<file path="src/rtl/cu_pkg.sv">
// Shared encodings for the multi-cycle RV32I control unit: FSM states, opcodes,
// immediate/result selectors and instruction classes.
package cu_pkg;

  typedef enum logic [2:0] {FETCH, DECODE, EXEC, MEM, WB, TRAP} state_t;

  localparam logic [6:0] OP_IMM = 7'd19;
  localparam logic [6:0] OP     = 7'd51;
  localparam logic [6:0] LOAD   = 7'd3;
  localparam logic [6:0] STORE  = 7'd35;
  localparam logic [6:0] BRANCH = 7'd99;
  localparam logic [6:0] JAL    = 7'd111;
  localparam logic [6:0] LUI    = 7'd55;

  localparam logic [2:0] IMM_I = 3'b000;
  localparam logic [2:0] IMM_S = 3'b001;
  localparam logic [2:0] IMM_U = 3'b010;
  localparam logic [2:0] IMM_B = 3'b011;
  localparam logic [2:0] IMM_J = 3'b100;

  localparam logic [1:0] RES_ALU = 2'b00;
  localparam logic [1:0] RES_MEM = 2'b01;
  localparam logic [1:0] RES_PC4 = 2'b10;
  localparam logic [1:0] RES_IMM = 2'b11;

  localparam logic [3:0] ALU_ADD = 4'b0000;
  localparam logic [3:0] ALU_SUB = 4'b1000;

  // Instruction class produced by the decoder
  localparam logic [2:0] FMT_NONE   = 3'd0;
  localparam logic [2:0] FMT_OP_IMM = 3'd1;
  localparam logic [2:0] FMT_OP     = 3'd2;
  localparam logic [2:0] FMT_LOAD   = 3'd3;
  localparam logic [2:0] FMT_STORE  = 3'd4;
  localparam logic [2:0] FMT_BRANCH = 3'd5;
  localparam logic [2:0] FMT_JAL    = 3'd6;
  localparam logic [2:0] FMT_LUI    = 3'd7;

endpackage

</file>
<file path="src/rtl/multicycle_controlunit_decoder.sv">
// Combinational instruction decoder: maps the IR contents to instruction class,
// ALU/immediate/result selects and legality.
module cu_decoder
  import cu_pkg::*;
(
  input  logic [31:0] instruction,
  output logic [2:0]  fmt,
  output logic [3:0]  aluctrl,
  output logic        alusrc,
  output logic [2:0]  immsrc,
  output logic [1:0]  result_src,
  output logic        writes_rd,
  output logic        is_mem,
  output logic        is_store,
  output logic        legal
);

  logic [6:0] opcode;
  logic [2:0] funct3;
  logic       funct7_b5;
  logic       unused_fields;

  assign opcode        = instruction[6:0];
  assign funct3        = instruction[14:12];
  assign funct7_b5     = instruction[30];
  assign unused_fields = ^{instruction[31], instruction[29:15], instruction[11:7]};

  always_comb begin
    fmt        = FMT_NONE;
    aluctrl    = ALU_ADD;
    alusrc     = 1'b0;
    immsrc     = IMM_I;
    result_src = RES_ALU;
    writes_rd  = 1'b0;
    is_mem     = 1'b0;
    is_store   = 1'b0;
    legal      = 1'b0;
    case (opcode)
      OP_IMM: begin
        fmt       = FMT_OP_IMM;
        // Only srai uses funct7[5]; for other I-type ops that bit is immediate data
        aluctrl   = {(funct3 == 3'b101) & funct7_b5, funct3};
        alusrc    = 1'b1;
        writes_rd = 1'b1;
        legal     = 1'b1;
      end
      OP: begin
        fmt       = FMT_OP;
        aluctrl   = {funct7_b5, funct3};
        writes_rd = 1'b1;
        legal     = 1'b1;
      end
      LOAD: begin
        fmt        = FMT_LOAD;
        alusrc     = 1'b1;
        result_src = RES_MEM;
        writes_rd  = 1'b1;
        is_mem     = 1'b1;
        legal      = 1'b1;
      end
      STORE: begin
        fmt      = FMT_STORE;
        alusrc   = 1'b1;
        immsrc   = IMM_S;
        is_mem   = 1'b1;
        is_store = 1'b1;
        legal    = 1'b1;
      end
      BRANCH: begin
        fmt     = FMT_BRANCH;
        aluctrl = ALU_SUB;
        immsrc  = IMM_B;
        legal   = (funct3[2:1] == 2'b00);
      end
      JAL: begin
        fmt        = FMT_JAL;
        alusrc     = 1'b1;
        immsrc     = IMM_J;
        result_src = RES_PC4;
        writes_rd  = 1'b1;
        legal      = 1'b1;
      end
      LUI: begin
        fmt        = FMT_LUI;
        alusrc     = 1'b1;
        immsrc     = IMM_U;
        result_src = RES_IMM;
        writes_rd  = 1'b1;
        legal      = 1'b1;
      end
      default: ;
    endcase
  end

endmodule

</file>
<file path="src/rtl/multicycle_controlunit.sv">
// Multi-cycle RV32I control FSM: sequences FETCH/DECODE/EXEC/MEM/WB over a shared
// memory port, with a wait-counter timeout and sticky trap flags.
module multicycle_controlunit
  import cu_pkg::*;
#(
  parameter int unsigned ALU_W       = 4,
  parameter int unsigned MEM_TIMEOUT = 15,
  localparam int unsigned TO_W       = $clog2(MEM_TIMEOUT + 1)
) (
  input  logic             clk,
  input  logic             rst_n,
  input  logic [31:0]      instruction,
  input  logic             eq,
  input  logic             mem_ready,
  output logic             mem_req,
  output logic             mem_we,
  output logic             iord,
  output logic             ir_we,
  output logic             pc_we,
  output logic             pcsrc,
  output logic             regwrite,
  output logic [1:0]       result_src,
  output logic [ALU_W-1:0] aluctrl,
  output logic             alusrc,
  output logic [2:0]       immsrc,
  output logic             illegal,
  output logic             bus_err
);

  localparam logic [TO_W-1:0] TO_LIMIT = TO_W'(MEM_TIMEOUT);

  state_t          state_q, state_d;
  logic [TO_W-1:0] cnt_q, cnt_d;
  logic            br_taken_q, br_taken_d;
  logic            illegal_q, illegal_d;
  logic            bus_err_q, bus_err_d;

  logic [2:0] dec_fmt;
  logic [3:0] dec_aluctrl;
  logic       dec_alusrc;
  logic [2:0] dec_immsrc;
  logic [1:0] dec_result_src;
  logic       dec_writes_rd;
  logic       dec_is_mem;
  logic       dec_is_store;
  logic       dec_legal;

  cu_decoder u_decoder (
    .instruction (instruction),
    .fmt         (dec_fmt),
    .aluctrl     (dec_aluctrl),
    .alusrc      (dec_alusrc),
    .immsrc      (dec_immsrc),
    .result_src  (dec_result_src),
    .writes_rd   (dec_writes_rd),
    .is_mem      (dec_is_mem),
    .is_store    (dec_is_store),
    .legal       (dec_legal)
  );

  always_comb begin
    state_d    = state_q;
    cnt_d      = '0;
    br_taken_d = br_taken_q;
    illegal_d  = illegal_q;
    bus_err_d  = bus_err_q;
    mem_req    = 1'b0;
    mem_we     = 1'b0;
    iord       = 1'b0;
    ir_we      = 1'b0;
    pc_we      = 1'b0;
    pcsrc      = 1'b0;
    regwrite   = 1'b0;
    result_src = RES_ALU;
    aluctrl    = '0;
    alusrc     = 1'b0;
    immsrc     = IMM_I;
    illegal    = illegal_q;
    bus_err    = bus_err_q;

    // ALU/imm selects stay valid through MEM and WB: the address, branch target
    // and U/J immediates are formed from them in those states.
    if (state_q inside {EXEC, MEM, WB}) begin
      aluctrl = ALU_W'(dec_aluctrl);
      alusrc  = dec_alusrc;
      immsrc  = dec_immsrc;
    end

    case (state_q)
      FETCH: begin
        mem_req = 1'b1;
        if (mem_ready) begin
          ir_we   = 1'b1;
          state_d = DECODE;
        end else if (cnt_q == TO_LIMIT) begin
          bus_err_d = 1'b1;
          state_d   = TRAP;
        end else begin
          cnt_d = cnt_q + TO_W'(1);
        end
      end
      DECODE: begin
        if (dec_legal) begin
          state_d = EXEC;
        end else begin
          illegal_d = 1'b1;
          state_d   = TRAP;
        end
      end
      EXEC: begin
        if (dec_fmt == FMT_BRANCH) begin
          br_taken_d = (instruction[14:12] == 3'b000) ? eq : !eq;
        end
        state_d = dec_is_mem ? MEM : WB;
      end
      MEM: begin
        mem_req = 1'b1;
        iord    = 1'b1;
        mem_we  = dec_is_store;
        if (mem_ready) begin
          state_d = WB;
        end else if (cnt_q == TO_LIMIT) begin
          bus_err_d = 1'b1;
          state_d   = TRAP;
        end else begin
          cnt_d = cnt_q + TO_W'(1);
        end
      end
      WB: begin
        pc_we      = 1'b1;
        pcsrc      = (dec_fmt == FMT_JAL) | ((dec_fmt == FMT_BRANCH) & br_taken_q);
        regwrite   = dec_writes_rd;
        result_src = dec_result_src;
        state_d    = FETCH;
      end
      TRAP: ;
      default: state_d = FETCH;
    endcase

    // Outputs are forced quiet for the whole reset cycle, not just after it.
    if (!rst_n) begin
      mem_req    = 1'b0;
      mem_we     = 1'b0;
      iord       = 1'b0;
      ir_we      = 1'b0;
      pc_we      = 1'b0;
      pcsrc      = 1'b0;
      regwrite   = 1'b0;
      result_src = '0;
      aluctrl    = '0;
      alusrc     = 1'b0;
      immsrc     = '0;
      illegal    = 1'b0;
      bus_err    = 1'b0;
    end
  end

  always_ff @(posedge clk) begin
    if (!rst_n) begin
      state_q    <= FETCH;
      cnt_q      <= '0;
      br_taken_q <= 1'b0;
      illegal_q  <= 1'b0;
      bus_err_q  <= 1'b0;
    end else begin
      state_q    <= state_d;
      cnt_q      <= cnt_d;
      br_taken_q <= br_taken_d;
      illegal_q  <= illegal_d;
      bus_err_q  <= bus_err_d;
    end
  end

endmodule
</file>
<file path="config.mk">
export PLATFORM = sky130hd
export DESIGN_NAME = multicycle_controlunit
export DESIGN_NICKNAME = d
export VERILOG_FILES = /design/src/rtl/cu_pkg.sv /design/src/rtl/multicycle_controlunit_decoder.sv /design/src/rtl/multicycle_controlunit.sv
export SDC_FILE = /design/constraint.sdc
export NUM_CORES = 1
export LEC_CHECK = 0
export BUFFER_PORTS_ARGS = -buffer_cell sky130_fd_sc_hd__buf_2
export CAP_MARGIN = 20
export CORE_ASPECT_RATIO = 1.4
export CORE_UTILIZATION = 40
export CTS_CLUSTER_DIAMETER = 50
export DETAILED_ROUTE_END_ITERATION = 8
export GPL_ROUTABILITY_DRIVEN = 0
export GPL_TIMING_DRIVEN = 1
export PLACE_DENSITY = 0.79
export SLEW_MARGIN = 30
export SYNTH_ARGS = -nofsm -noshare
export SYNTH_HDL_FRONTEND = slang
export SYNTH_SLANG_ARGS = --single-unit
export TNS_END_PERCENT = 5
</file>
<file path="constraint.sdc">
create_clock -name clk -period 4 [get_ports clk]
set_clock_uncertainty 0.1 [all_clocks]
set_input_delay 0.2 -clock clk [delete_from_list [all_inputs] [get_ports clk]]
set_output_delay 0.2 -clock clk [all_outputs]
set_load 0.02 [all_outputs]
</file>
# --- Word-level counts from Yosys, hierarchy flattened ---
# Cells that the tools add are included.
word_totals:
  ff_bits: 10
  latchBits: 0
  ram_bits: 0
  mem_bits_ro: 0
  input_bits: 36
  out_inout_bits: 19
  memories: 0
classes:
  addsub: 1
  mul: 0
  div_mod_pow: 0
  n_lt_le_gt_ge: 0
  eq_ne: 16
  shift: 0
  mux: 41
  bitwise_logic: 7
  n_reduce_logical: 14
op_table:
  columns: ["cell", "n"]
  rows:
  - ["$mux W1", 24]
  - ["$eq A7 B6 Y1 const B", 3]
  - ["$mux W3", 7]
  - ["$pmux W3 S7", 1]
  - ["$eq A3 B3 Y1 const B", 5]
  - ["$pmux W3 S5", 1]
  - ["$eq A7 B7 Y1 const B", 2]
  - ["$pmux W3 S4", 1]
  - ["$pmux W4 S3", 1]
  - ["$reduce_or A5 Y1", 2]
  - ["$mux W4", 2]
  - ["$eq A7 B2 Y1 const B", 1]
  - ["$eq A7 B5 Y1 const B", 1]
  - ["$eq A3 B2 Y1 const B", 2]
  - ["$logic_not A3 Y1", 2]
  - ["$pmux W2 S3", 1]
  - ["$reduce_or A6 Y1", 1]
  - ["$add A4 B1 Y4 const B", 1]
  - ["$eq A4 B4 Y1 const B", 1]
  - ["$mux W2", 2]
  - ["$not A1 Y1", 4]
  - ["$reduce_and A2 Y1", 2]
  - ["$reduce_or A2 Y1", 2]
  - ["$reduce_or A4 Y1", 1]
  - ["other kinds (8)", 9]

# --- Depth between registers and ports, before layout ---
# Gate-level depths: netlist of run 1.
depth:
  depth_word: 7
  mapped_depth: 6

# --- Modules after synthesis ---
# Synthesis of run 1 repeated with hierarchy kept, for this count alone.
hier_totals:
  cells_unflattened: 130
  area_unflattened_um2: 970.9
by_module_without_submodules:
  columns: ["module", "n_inst", "cells_per_inst", "area_per_inst_um2", "seq_area_each_um2"]
  rows:
  - ["multicycle_controlunit", 1, 79, 633.1, 200.2]
  - ["cu_decoder", 1, 51, 337.8, 0.0]

# --- Worst setup path after synthesis of run 1 ---
# OpenSTA, ideal clock, no wires.
synth_timing:
  kind: "flip-flop to output port"
  start: "register state_q[2]"
  end: "output immsrc[1]"
  arrival_ps: 1585
  required_time_ps: 3700
  path_slack_ps: 2115
  stages_incl_launch_ff: 5
  path_cell_list: "dfxtp_1 -> buf_2 -> nor3b_1 -> o21ai_1 -> nor4_1"
synth_via:
  elab_chain_cells: 4
synth_lines:
  columns: ["element", "line_no", "source"]
  rows:
  - ["start, declared", "multicycle_controlunit.sv:32", "state_t state_q, state_d;"]
  - ["start signal, assigned", "multicycle_controlunit.sv:166", "state_q <= state_d;"]
  - ["$eq A3 B2 Y1 / $eq A3 B3 Y1 (equally long branches)", "multicycle_controlunit.sv:83", "if (state_q inside {EXEC, MEM, WB}) begin"]
  - ["$reduce_bool A3 Y1 *", "multicycle_controlunit.sv:83", null]
  - ["$mux W3 *", "multicycle_controlunit.sv:83", null]
  - ["$mux W3 *", "multicycle_controlunit.sv:141", "if (!rst_n) begin"]
  - ["end, declared", "multicycle_controlunit.sv:25", "output logic [2:0] immsrc,"]
# Every way passes the cells marked *; elsewhere a longest branch is shown, timed or not.

# --- Final worst setup path of run 1 ---
layout_timing:
  start: "register state_q[0]"
  end: "output aluctrl[0]"
layout_via:
  elab_chain_cells: 4
layout_lines:
  columns: ["element", "line_no", "source"]
  rows:
  - ["$eq A3 B2 Y1 / $eq A3 B3 Y1 (equally long branches)", "multicycle_controlunit.sv:83", null]
  - ["$reduce_bool A3 Y1 *", "multicycle_controlunit.sv:83", null]
  - ["$mux W4 *", "multicycle_controlunit.sv:83", null]
  - ["$mux W4 *", "multicycle_controlunit.sv:141", null]
  - ["end, declared", "multicycle_controlunit.sv:23", "output logic [ALU_W-1:0] aluctrl,"]
# Marked as above.

==> impl_results.html, run 1 <==
<table>
<tr><th>Metric</th><th>Value</th></tr>
<tr><th colspan="2">STA</th></tr>
<tr><td>Period minus WS final</td><td>between 2 and 2.5 ns</td></tr>
<tr><td>Maximum achievable frequency</td><td>about 460 MHz</td></tr>
<tr><td>Final hold violations</td><td>0</td></tr>
<tr><td>RSZ-0062 raised after global routing</td><td>false</td></tr>
<tr><td>Part of the cycle the worst path needs</td><td>0.541</td></tr>
<tr><td>Setup slack after layout</td><td>1.84 ns</td></tr>
<tr><td>Final sum of negative setup slack</td><td>0 ns</td></tr>
<tr><td>Slew headroom</td><td>0.662</td></tr>
<tr><td>Worst Max-Slew Pin Slew</td><td>about 0.50 ns</td></tr>
<tr><td>Setup violation total in the final timing report</td><td>0</td></tr>
<tr><td>Slew Limit Fails</td><td>0</td></tr>
<tr><th colspan="2">Drt</th></tr>
<tr><td>Total iterations of the first detailed-routing run</td><td>6</td></tr>
<tr><td>Vias per cell</td><td>5.95</td></tr>
<tr><td>Total vias in the final route</td><td>about 1.1k</td></tr>
<tr><td>Average wire per standard cell</td><td>13.1 µm</td></tr>
<tr><td>Number of design-rule violations left by the first detailed-router iteration</td><td>27</td></tr>
<tr><td>DRC violations left</td><td>3</td></tr>
<tr><td>Total Routed Length</td><td>between 2 and 2.5 mm</td></tr>
<tr><td>Number of nets with antenna violations after detailed routing</td><td>0</td></tr>
<tr><th colspan="2">Power and ir drop</th></tr>
<tr><td>Maximum vdd drop</td><td>197 µV</td></tr>
<tr><td>Power per cell area</td><td>286 nW/µm²</td></tr>
<tr><td>Leakage power figure</td><td>~0.00053 µW</td></tr>
<tr><td>Total power after layout</td><td>around 330 µW</td></tr>
<tr><th colspan="2">Setup path</th></tr>
<tr><td>Critical path capture point type</td><td>output pin</td></tr>
<tr><td>Kind of cell adding the most delay to the critical path</td><td>flip-flops</td></tr>
<tr><td>Max stage delay cell, worst path</td><td>dfxtp_1</td></tr>
<tr><td>Worst endpoint data arrival time</td><td>1.86 ns</td></tr>
<tr><td>CP Data Required Time</td><td>3.70 ns</td></tr>
<tr><td>Buf+Inv Stages, Crit Path</td><td>1</td></tr>
<tr><td>Max incr delay on CP</td><td>0.60 ns</td></tr>
<tr><td>Maximum net fanout on the critical path</td><td>9</td></tr>
<tr><td>Startpoint-to-endpoint class of the critical path</td><td>reg -&gt; out</td></tr>
<tr><td>Startpoint kind of the worst setup timing path</td><td>flip-flop</td></tr>
<tr><td>Critical path, cell by cell</td><td>nor3b_1 -&gt; o21ai_1 -&gt; nor3_2 -&gt; and2_1 -&gt; buf_2</td></tr>
<tr><th colspan="2">CTS</th></tr>
<tr><td>Worst-path clk slew</td><td>approximately 0.06 ns</td></tr>
<tr><td>Number of hold buffers added after cts</td><td>0</td></tr>
<tr><td>TritonCTS Buffers</td><td>3</td></tr>
<tr><td>H-Tree Depth</td><td>1</td></tr>
<tr><td>TritonCTS clock tree</td><td>built</td></tr>
<tr><td>Maximum buffer depth of the clock tree</td><td>2</td></tr>
<tr><td>Clock sinks</td><td>10</td></tr>
<tr><td>Source-to-sink clock delay at the later pin of the worst-skew pair</td><td>0.26 ns</td></tr>
<tr><td># resized after CTS</td><td>0</td></tr>
<tr><td>Buffer count from post-CTS setup fixing</td><td>0</td></tr>
<tr><td>Root buffer cell</td><td>clkbuf_4</td></tr>
<tr><th colspan="2">Final layout</th></tr>
<tr><td>Top library cells by usage in the layout, fill and taps aside</td><td>buf_2, nor2_1, nand2_1</td></tr>
<tr><td>Number of nets at the end of the flow</td><td>approximately 190</td></tr>
<tr><td>Most common cell after layout, fill and taps aside</td><td>buf_2</td></tr>
<tr><td>Proportion of layout cells with a drive suffix above 1</td><td>0.288</td></tr>
<tr><td>Non-filler cells in the finished layout</td><td>~180</td></tr>
<tr><td>Total area of sequential cells</td><td>roughly 200 µm²</td></tr>
<tr><td>Post-route cell area</td><td>about 1100 µm²</td></tr>
<tr><td>Filler Cells Inserted</td><td>231</td></tr>
<tr><td>Area taken by multi-input logic gates</td><td>roughly 700 µm²</td></tr>
<tr><td>Area growth syn-to-layout</td><td>18.0%</td></tr>
<tr><td>Number of diodes added for antenna fixing</td><td>0</td></tr>
<tr><th colspan="2">Placed design</th></tr>
<tr><td>Post-detailed-placement half-perimeter wirelength</td><td>roughly 1.8 mm</td></tr>
<tr><td>Quantity of I/O buffers inserted on ports</td><td>33</td></tr>
<tr><td>Instance count after placement with tap cells included</td><td>~170</td></tr>
<tr><td>Pre-CTS setup slack</td><td>~2.1 ns</td></tr>
<tr><td>Cell area reported after detailed placement</td><td>~1100 µm²</td></tr>
<tr><th colspan="2">Floorplanning</th></tr>
<tr><td>Floorplan Core Area</td><td>roughly 2200 µm²</td></tr>
<tr><td>Width of the die</td><td>between 40 and 50 µm</td></tr>
<tr><td>Count of pins on the block boundary</td><td>55</td></tr>
<tr><td>Die Outline Area</td><td>about 2600 µm²</td></tr>
<tr><td>Floorplan row count</td><td>20</td></tr>
<tr><td>Height of the chip</td><td>60.4 µm</td></tr>
<tr><td>Effective utilization at floorplan</td><td>0.438</td></tr>
<tr><th colspan="2">Logic synthesis</th></tr>
<tr><td>Mapped Avg Cell Area</td><td>about 7.6 µm²</td></tr>
<tr><td>Synth Flop Type</td><td>dfxtp_1</td></tr>
<tr><td>Gate count of the mapped netlist</td><td>~130</td></tr>
<tr><td>Count of unique library cells instantiated by Yosys</td><td>49</td></tr>
<tr><td>Area share of the largest cell type after synthesis</td><td>0.205</td></tr>
<tr><td>Synthesis-stage register bit count</td><td>10</td></tr>
<tr><td>Synthesized Nets</td><td>165</td></tr>
<tr><td>Synthesized area</td><td>around 1000 µm²</td></tr>
<tr><td>Async set-or-reset flop fraction in the synthesized netlist</td><td>0</td></tr>
<tr><td>Number of warnings reported in the yosys synthesis log</td><td>0</td></tr>
<tr><td>Most area-hungry cell type in the Yosys netlist</td><td>dfxtp_1</td></tr>
<tr><td>Number of synthesized flops with an enable pin</td><td>0</td></tr>
<tr><td>Sequential fraction of the synthesis area</td><td>0.205</td></tr>
<tr><td>Cell types occupying the most area after synthesis</td><td>dfxtp_1, nor2_1, nand2_1</td></tr>
<tr><th colspan="2">Global routing</th></tr>
<tr><td>Via count of the first global-routing pass</td><td>around 960</td></tr>
<tr><td>Pin count of the biggest net entering global routing</td><td>15</td></tr>
<tr><td>Antenna violations before repair</td><td>0</td></tr>
<tr><td>Global-route wire length before repair</td><td>3.87 mm</td></tr>
<tr><td>Total routing usage reported by global routing</td><td>0.192</td></tr>
<tr><td>Total grt overflow</td><td>0</td></tr>
<tr><th colspan="2">Flow run</th></tr>
<tr><td>Reported max-cap violation count</td><td>0</td></tr>
<tr><th colspan="2">Run status</th></tr>
<tr><td>Run status</td><td>complete, but fails checks</td></tr>
<tr><td>Violations in the final reports</td><td>design-rule violations</td></tr>
<tr><th colspan="2">Worst hold path</th></tr>
<tr><td>Hold crit path type</td><td>in -&gt; reg</td></tr>
</table>
## stage by stage
stage,hold slack (ns),utilization
floorplan,0.230,-
global placement,0.333,0.500
detailed placement,0.338,0.500
CTS,0.103,0.516
global route,0.125,0.516
finish,0.107,0.516
## cell usage after synthesis (2+ instances only)
cell type  count
dfxtp_1       10
nor4_1         3
or3b_1         2
or4_1          2
buf_2          7
o21ai_0        2
a21oi_1        4
a211oi_1       2
nand3_1        8
o22ai_1        2
a21o_1         4
inv_1          4
nor2b_1        2
and2_1         4
nand2_1       11
and3_1         3
nor3_1         4
xor2_1         2
o21a_1         2
o31ai_1        2
o211ai_1       4
xnor2_1        2
nor3b_1        3
nor2_1        12
nand2b_1       3
## routing by layer
layer  part of all wire  vias up  track usage
met5                  0        -            0
met1               0.39      488        0.201
li1                   -      527            -
met3              0.055        4       0.0179
met2               0.54       40        0.352
met4              0.013        0        0.138
## power breakdown
group	internal (µW)	switching, µW	leakage, µW	total [µW]
Combinational	44.3	65.1	0.000426	109
Sequential	110	21.1	0.0000815	131
Clock	55.2	33.3	0.0000210	88.5
## flip-flops by register name, indices dropped and copies added (netlist names)
signal / cells
bus_err_q: 1
state_q: 3
illegal_q: 1
br_taken_q: 1
cnt_q: 4
## path summary, 6_finish.rpt
| check | start | end | slack, ns | depth (start not counted) |
|---|---|---|---|---|
| min reg2reg | cnt_q[0] | cnt_q[0] | 0.35 | 1 |
| max | state_q[0] | aluctrl[0] | 1.84 | 5 |
| min | mem_ready | state_q[0] | 0.11 | 2 |
| max reg2reg | state_q[1] | state_q[2] | 2.44 | 4 |
## kinds of logic after synthesis
kind of cell / count (synthesis) / share of synthesized area
multiplexers: 1 / 0.0103
adder cells (fa/ha/maj): 1 / 0.0128
flip-flops: 10 / 0.205
buffers and inverters: 14 / 0.0744
XOR/XNOR: 4 / 0.0360
AO/OA/AOI/OAI: 31 / 0.246
AND/OR/NAND/NOR: 67 / 0.415
## area by class of cell
cell class / instances / area share
multi-input combinational: 104 / 0.610
inverter: 5 / 0.0163
tap: 22 / 0.0239
sequential: 10 / 0.174
timing repair buffer: 33 / 0.144
clock buffer: 4 / 0.0316
(Power assumes the default switching activity.)
==> run 2: changes to the inputs <==
==> constraint.sdc (replaced) <==
create_clock -name clk -period 2.1 [get_ports clk]
set_clock_uncertainty 0.1 [all_clocks]
set_input_delay 0.105 -clock clk [delete_from_list [all_inputs] [get_ports clk]]
set_output_delay 0.105 -clock clk [all_outputs]
set_load 0.02 [all_outputs]
==> impl_results.html, run 2 (same netlist as run 1, synthesis figures left out) <==
<table>
<tr><th>Metric</th><th>Value</th></tr>
<tr><th colspan="2">Run status</th></tr>
<tr><td>Run status</td><td>complete, but fails checks</td></tr>
<tr><td>Violations in the final reports</td><td>design-rule violations</td></tr>
<tr><th colspan="2">Final layout</th></tr>
<tr><td>Most common cell after layout, fill and taps aside</td><td>buf_2</td></tr>
<tr><td>Area growth syn-to-layout</td><td>18.5%</td></tr>
<tr><td>Area taken by multi-input logic gates</td><td>706 µm² (+0.53%)</td></tr>
<tr><td>Flip-flop count of the largest register after layout</td><td>4 (unchanged)</td></tr>
<tr><td>Number of nets at the end of the flow</td><td>196 (+1.0%)</td></tr>
<tr><td>Top library cells by usage in the layout, fill and taps aside</td><td>buf_2, nor2_1, nand2_1</td></tr>
<tr><td>Total area of sequential cells</td><td>200 µm² (unchanged)</td></tr>
<tr><td>Filler Cells Inserted</td><td>230 (-0.43%)</td></tr>
<tr><td>Registers with the most flip-flops</td><td>cnt_q: 4 flops, state_q: 3 flops</td></tr>
<tr><td>Number of diodes added for antenna fixing</td><td>0 (unchanged)</td></tr>
<tr><td>Register ranked first by flip-flop count</td><td>cnt_q</td></tr>
<tr><td>Proportion of layout cells with a drive suffix above 1</td><td>0.299 (+0.0109)</td></tr>
<tr><th colspan="2">STA</th></tr>
<tr><td>Maximum achievable frequency</td><td>502 MHz</td></tr>
<tr><td>Final sum of negative setup slack</td><td>0 ns (unchanged)</td></tr>
<tr><td>Setup violation total in the final timing report</td><td>0 (unchanged)</td></tr>
<tr><td>Slew Limit Fails</td><td>0 (unchanged)</td></tr>
<tr><td>Worst Max-Slew Pin Slew</td><td>0.450 ns (-0.0538 ns)</td></tr>
<tr><td>Final worst hold slack</td><td>0.0412 ns (-0.0656 ns)</td></tr>
<tr><td>Final hold violations</td><td>0 (unchanged)</td></tr>
<tr><td>Slew headroom</td><td>0.700 (+0.0377)</td></tr>
<tr><td>Part of the cycle the worst path needs</td><td>0.948</td></tr>
<tr><td>RSZ-0062 raised after global routing</td><td>false</td></tr>
<tr><td>Period minus WS final</td><td>about 2 ns</td></tr>
<tr><th colspan="2">Drt</th></tr>
<tr><td>Vias per cell</td><td>5.97 (+0.29%)</td></tr>
<tr><td>Total iterations of the first detailed-routing run</td><td>6 (unchanged)</td></tr>
<tr><td>Total Routed Length</td><td>2.46 mm (+5.8%)</td></tr>
<tr><td>Average wire per standard cell</td><td>13.7 µm (+5.2%)</td></tr>
<tr><td>Number of nets with antenna violations after detailed routing</td><td>0 (unchanged)</td></tr>
<tr><td>Total vias in the final route</td><td>1068 (+0.85%)</td></tr>
<tr><td>Top Metal Used</td><td>met4</td></tr>
<tr><td>Total length of routed met3 wires</td><td>87 µm (-31%)</td></tr>
<tr><td>Routed length on met1</td><td>965 µm (+5.6%)</td></tr>
<tr><td>Number of design-rule violations left by the first detailed-router iteration</td><td>13 (-52%)</td></tr>
<tr><td>Wire length on met2</td><td>1.40 mm (+11%)</td></tr>
<tr><td>DRC violations left</td><td>4 (+1)</td></tr>
<tr><th colspan="2">Floorplanning</th></tr>
<tr><td>Floorplan row count</td><td>20 (unchanged)</td></tr>
<tr><td>Die Outline Area</td><td>2640 µm² (unchanged)</td></tr>
<tr><td>Floorplan Core Area</td><td>2230 µm² (unchanged)</td></tr>
<tr><td>Height of the chip</td><td>60.4 µm (unchanged)</td></tr>
<tr><td>Count of pins on the block boundary</td><td>55 (unchanged)</td></tr>
<tr><td>Width of the die</td><td>43.7 µm (unchanged)</td></tr>
<tr><td>Effective utilization at floorplan</td><td>0.438 (unchanged)</td></tr>
<tr><th colspan="2">Setup path</th></tr>
<tr><td>Reg-to-reg critical path startpoint</td><td>cnt_q[0]</td></tr>
<tr><td>Critical path, cell by cell</td><td>nor2_8 -&gt; nand3_4 -&gt; or4_1 -&gt; a21oi_1 -&gt; buf_2</td></tr>
<tr><td>CP Data Required Time</td><td>1.89 ns (-1.81 ns)</td></tr>
<tr><td>Worst endpoint data arrival time</td><td>1.79 ns (-0.07 ns)</td></tr>
<tr><td>Startpoint kind of the worst setup timing path</td><td>flip-flop</td></tr>
<tr><td>Register-to-register setup slack</td><td>0.50 ns (-1.94 ns)</td></tr>
<tr><td>Reg2reg path depth</td><td>5 (+1)</td></tr>
<tr><td>End of the worst register-to-register path</td><td>state_q[2]</td></tr>
<tr><td>Maximum net fanout on the critical path</td><td>9 (unchanged)</td></tr>
<tr><td>Max stage delay cell, worst path</td><td>or4_1</td></tr>
<tr><td>Startpoint-to-endpoint class of the critical path</td><td>reg -&gt; out</td></tr>
<tr><td>Critical path capture point type</td><td>output pin</td></tr>
<tr><td>Max incr delay on CP</td><td>0.49 ns (-0.11 ns)</td></tr>
<tr><th colspan="2">CTS</th></tr>
<tr><td>TritonCTS clock tree</td><td>built</td></tr>
<tr><td>Worst-path clk slew</td><td>0.06 ns (about the same)</td></tr>
<tr><td>Number of hold buffers added after cts</td><td>0 (unchanged)</td></tr>
<tr><td>Source-to-sink clock delay at the later pin of the worst-skew pair</td><td>0.25 ns (about the same)</td></tr>
<tr><td>Clock sinks</td><td>10 (unchanged)</td></tr>
<tr><td>Maximum buffer depth of the clock tree</td><td>2 (unchanged)</td></tr>
<tr><td>Root buffer cell</td><td>clkbuf_4</td></tr>
<tr><td>TritonCTS Buffers</td><td>3 (unchanged)</td></tr>
<tr><td>H-Tree Depth</td><td>1 (unchanged)</td></tr>
<tr><th colspan="2">Global routing</th></tr>
<tr><td>Total grt overflow</td><td>0 (unchanged)</td></tr>
<tr><td>Total routing usage reported by global routing</td><td>0.201 (+0.00897)</td></tr>
<tr><td>Antenna violations before repair</td><td>0 (unchanged)</td></tr>
<tr><td>Via count of the first global-routing pass</td><td>1014 (+5.8%)</td></tr>
<tr><td>Pin count of the biggest net entering global routing</td><td>15 (unchanged)</td></tr>
<tr><td>Global-route wire length before repair</td><td>4.07 mm (+5.2%)</td></tr>
<tr><th colspan="2">Power and ir drop</th></tr>
<tr><td>Power per cell area</td><td>514 nW/µm² (+80%)</td></tr>
<tr><td>Maximum vdd drop</td><td>367 µV (+86%)</td></tr>
<tr><td>Leakage power figure</td><td>0.000531 µW (+0.53%)</td></tr>
<tr><th colspan="2">Placed design</th></tr>
<tr><td>Quantity of I/O buffers inserted on ports</td><td>33 (unchanged)</td></tr>
<tr><td>Post-detailed-placement half-perimeter wirelength</td><td>1.93 mm (+6.0%)</td></tr>
<tr><th colspan="2">Flow run</th></tr>
<tr><td>Reported max-cap violation count</td><td>0 (unchanged)</td></tr>
<tr><th colspan="2">Worst hold path</th></tr>
<tr><td>Worst hold stages</td><td>2 (unchanged)</td></tr>
<tr><td>Hold crit path type</td><td>in -&gt; reg</td></tr>
<tr><td>Hold path endpoint</td><td>state_q[0]</td></tr>
<tr><td>Start point of the worst hold path</td><td>mem_ready</td></tr>
</table>
==> run 2: where the power goes <==
part | total [µW] | internal [µW] | switching (µW) | leakage, µW
Combinational | 235 | 93.8 | 142 | 0.000436
Sequential | 238 | 209 | 28.5 | 0.0000815
Clock | 121 | 65.6 | 55.1 | 0.0000138
==> run 2: worst max-delay path by stage <==
stage,startpoint,cells past startpoint,to
after floorplan,state_q[2],4,immsrc[1]
after global routing,state_q[0],5,result_src[0]
final,state_q[0],5,result_src[0]
after global placement,state_q[0],5,aluctrl[1]
after CTS,state_q[0],5,aluctrl[0]
after detailed placement,state_q[0],5,aluctrl[0]
==> run 2: repair_timing <==
action                     CTS  global route
gates resized for setup      0             1
setup endpoints to repair    0             3
buffers inserted             0             0
==> run 2: worst max-delay path, delay by kind of cell, from the launching register on <==
| family | cells | cell delay, ns |
|---|---|---|
| compound gates | 1 | 0.13 |
| flops | 1 | 0.44 |
| simple gates | 3 | 0.78 |
| buf+inv | 1 | 0.18 |
==> run 2: layer usage <==
layer  up-vias  track usage
met5         -            0
met4         0        0.112
met3         2       0.0179
met2        29        0.405
met1       505        0.193
li1        532            -
==> run 2: cell type report <==
type	instances	area share
inverter	5	0.0163
sequential	10	0.173
multi-input combinational	104	0.611
tap	22	0.0238
timing repair buffer	35	0.156
clock buffer	3	0.0195
==> run 2: through the flow <==
| step | cell area [µm²] | std cells | setup WS (ns) | total power [µW] | utilization |
|---|---|---|---|---|---|
| final | 1150 | 179 | 0.109 | 594 | 0.519 |
| after global routing | 1150 | 179 | 0.0194 | 636 | 0.519 |
| after CTS | 1150 | 179 | 0.0374 | 599 | 0.517 |
| after detailed placement | 1130 | 176 | 0.313 | 474 | 0.507 |
| after global placement | 1130 | 176 | 0.366 | 465 | 0.507 |
| after floorplan | 975 | 128 | 0.310 | 416 | - |
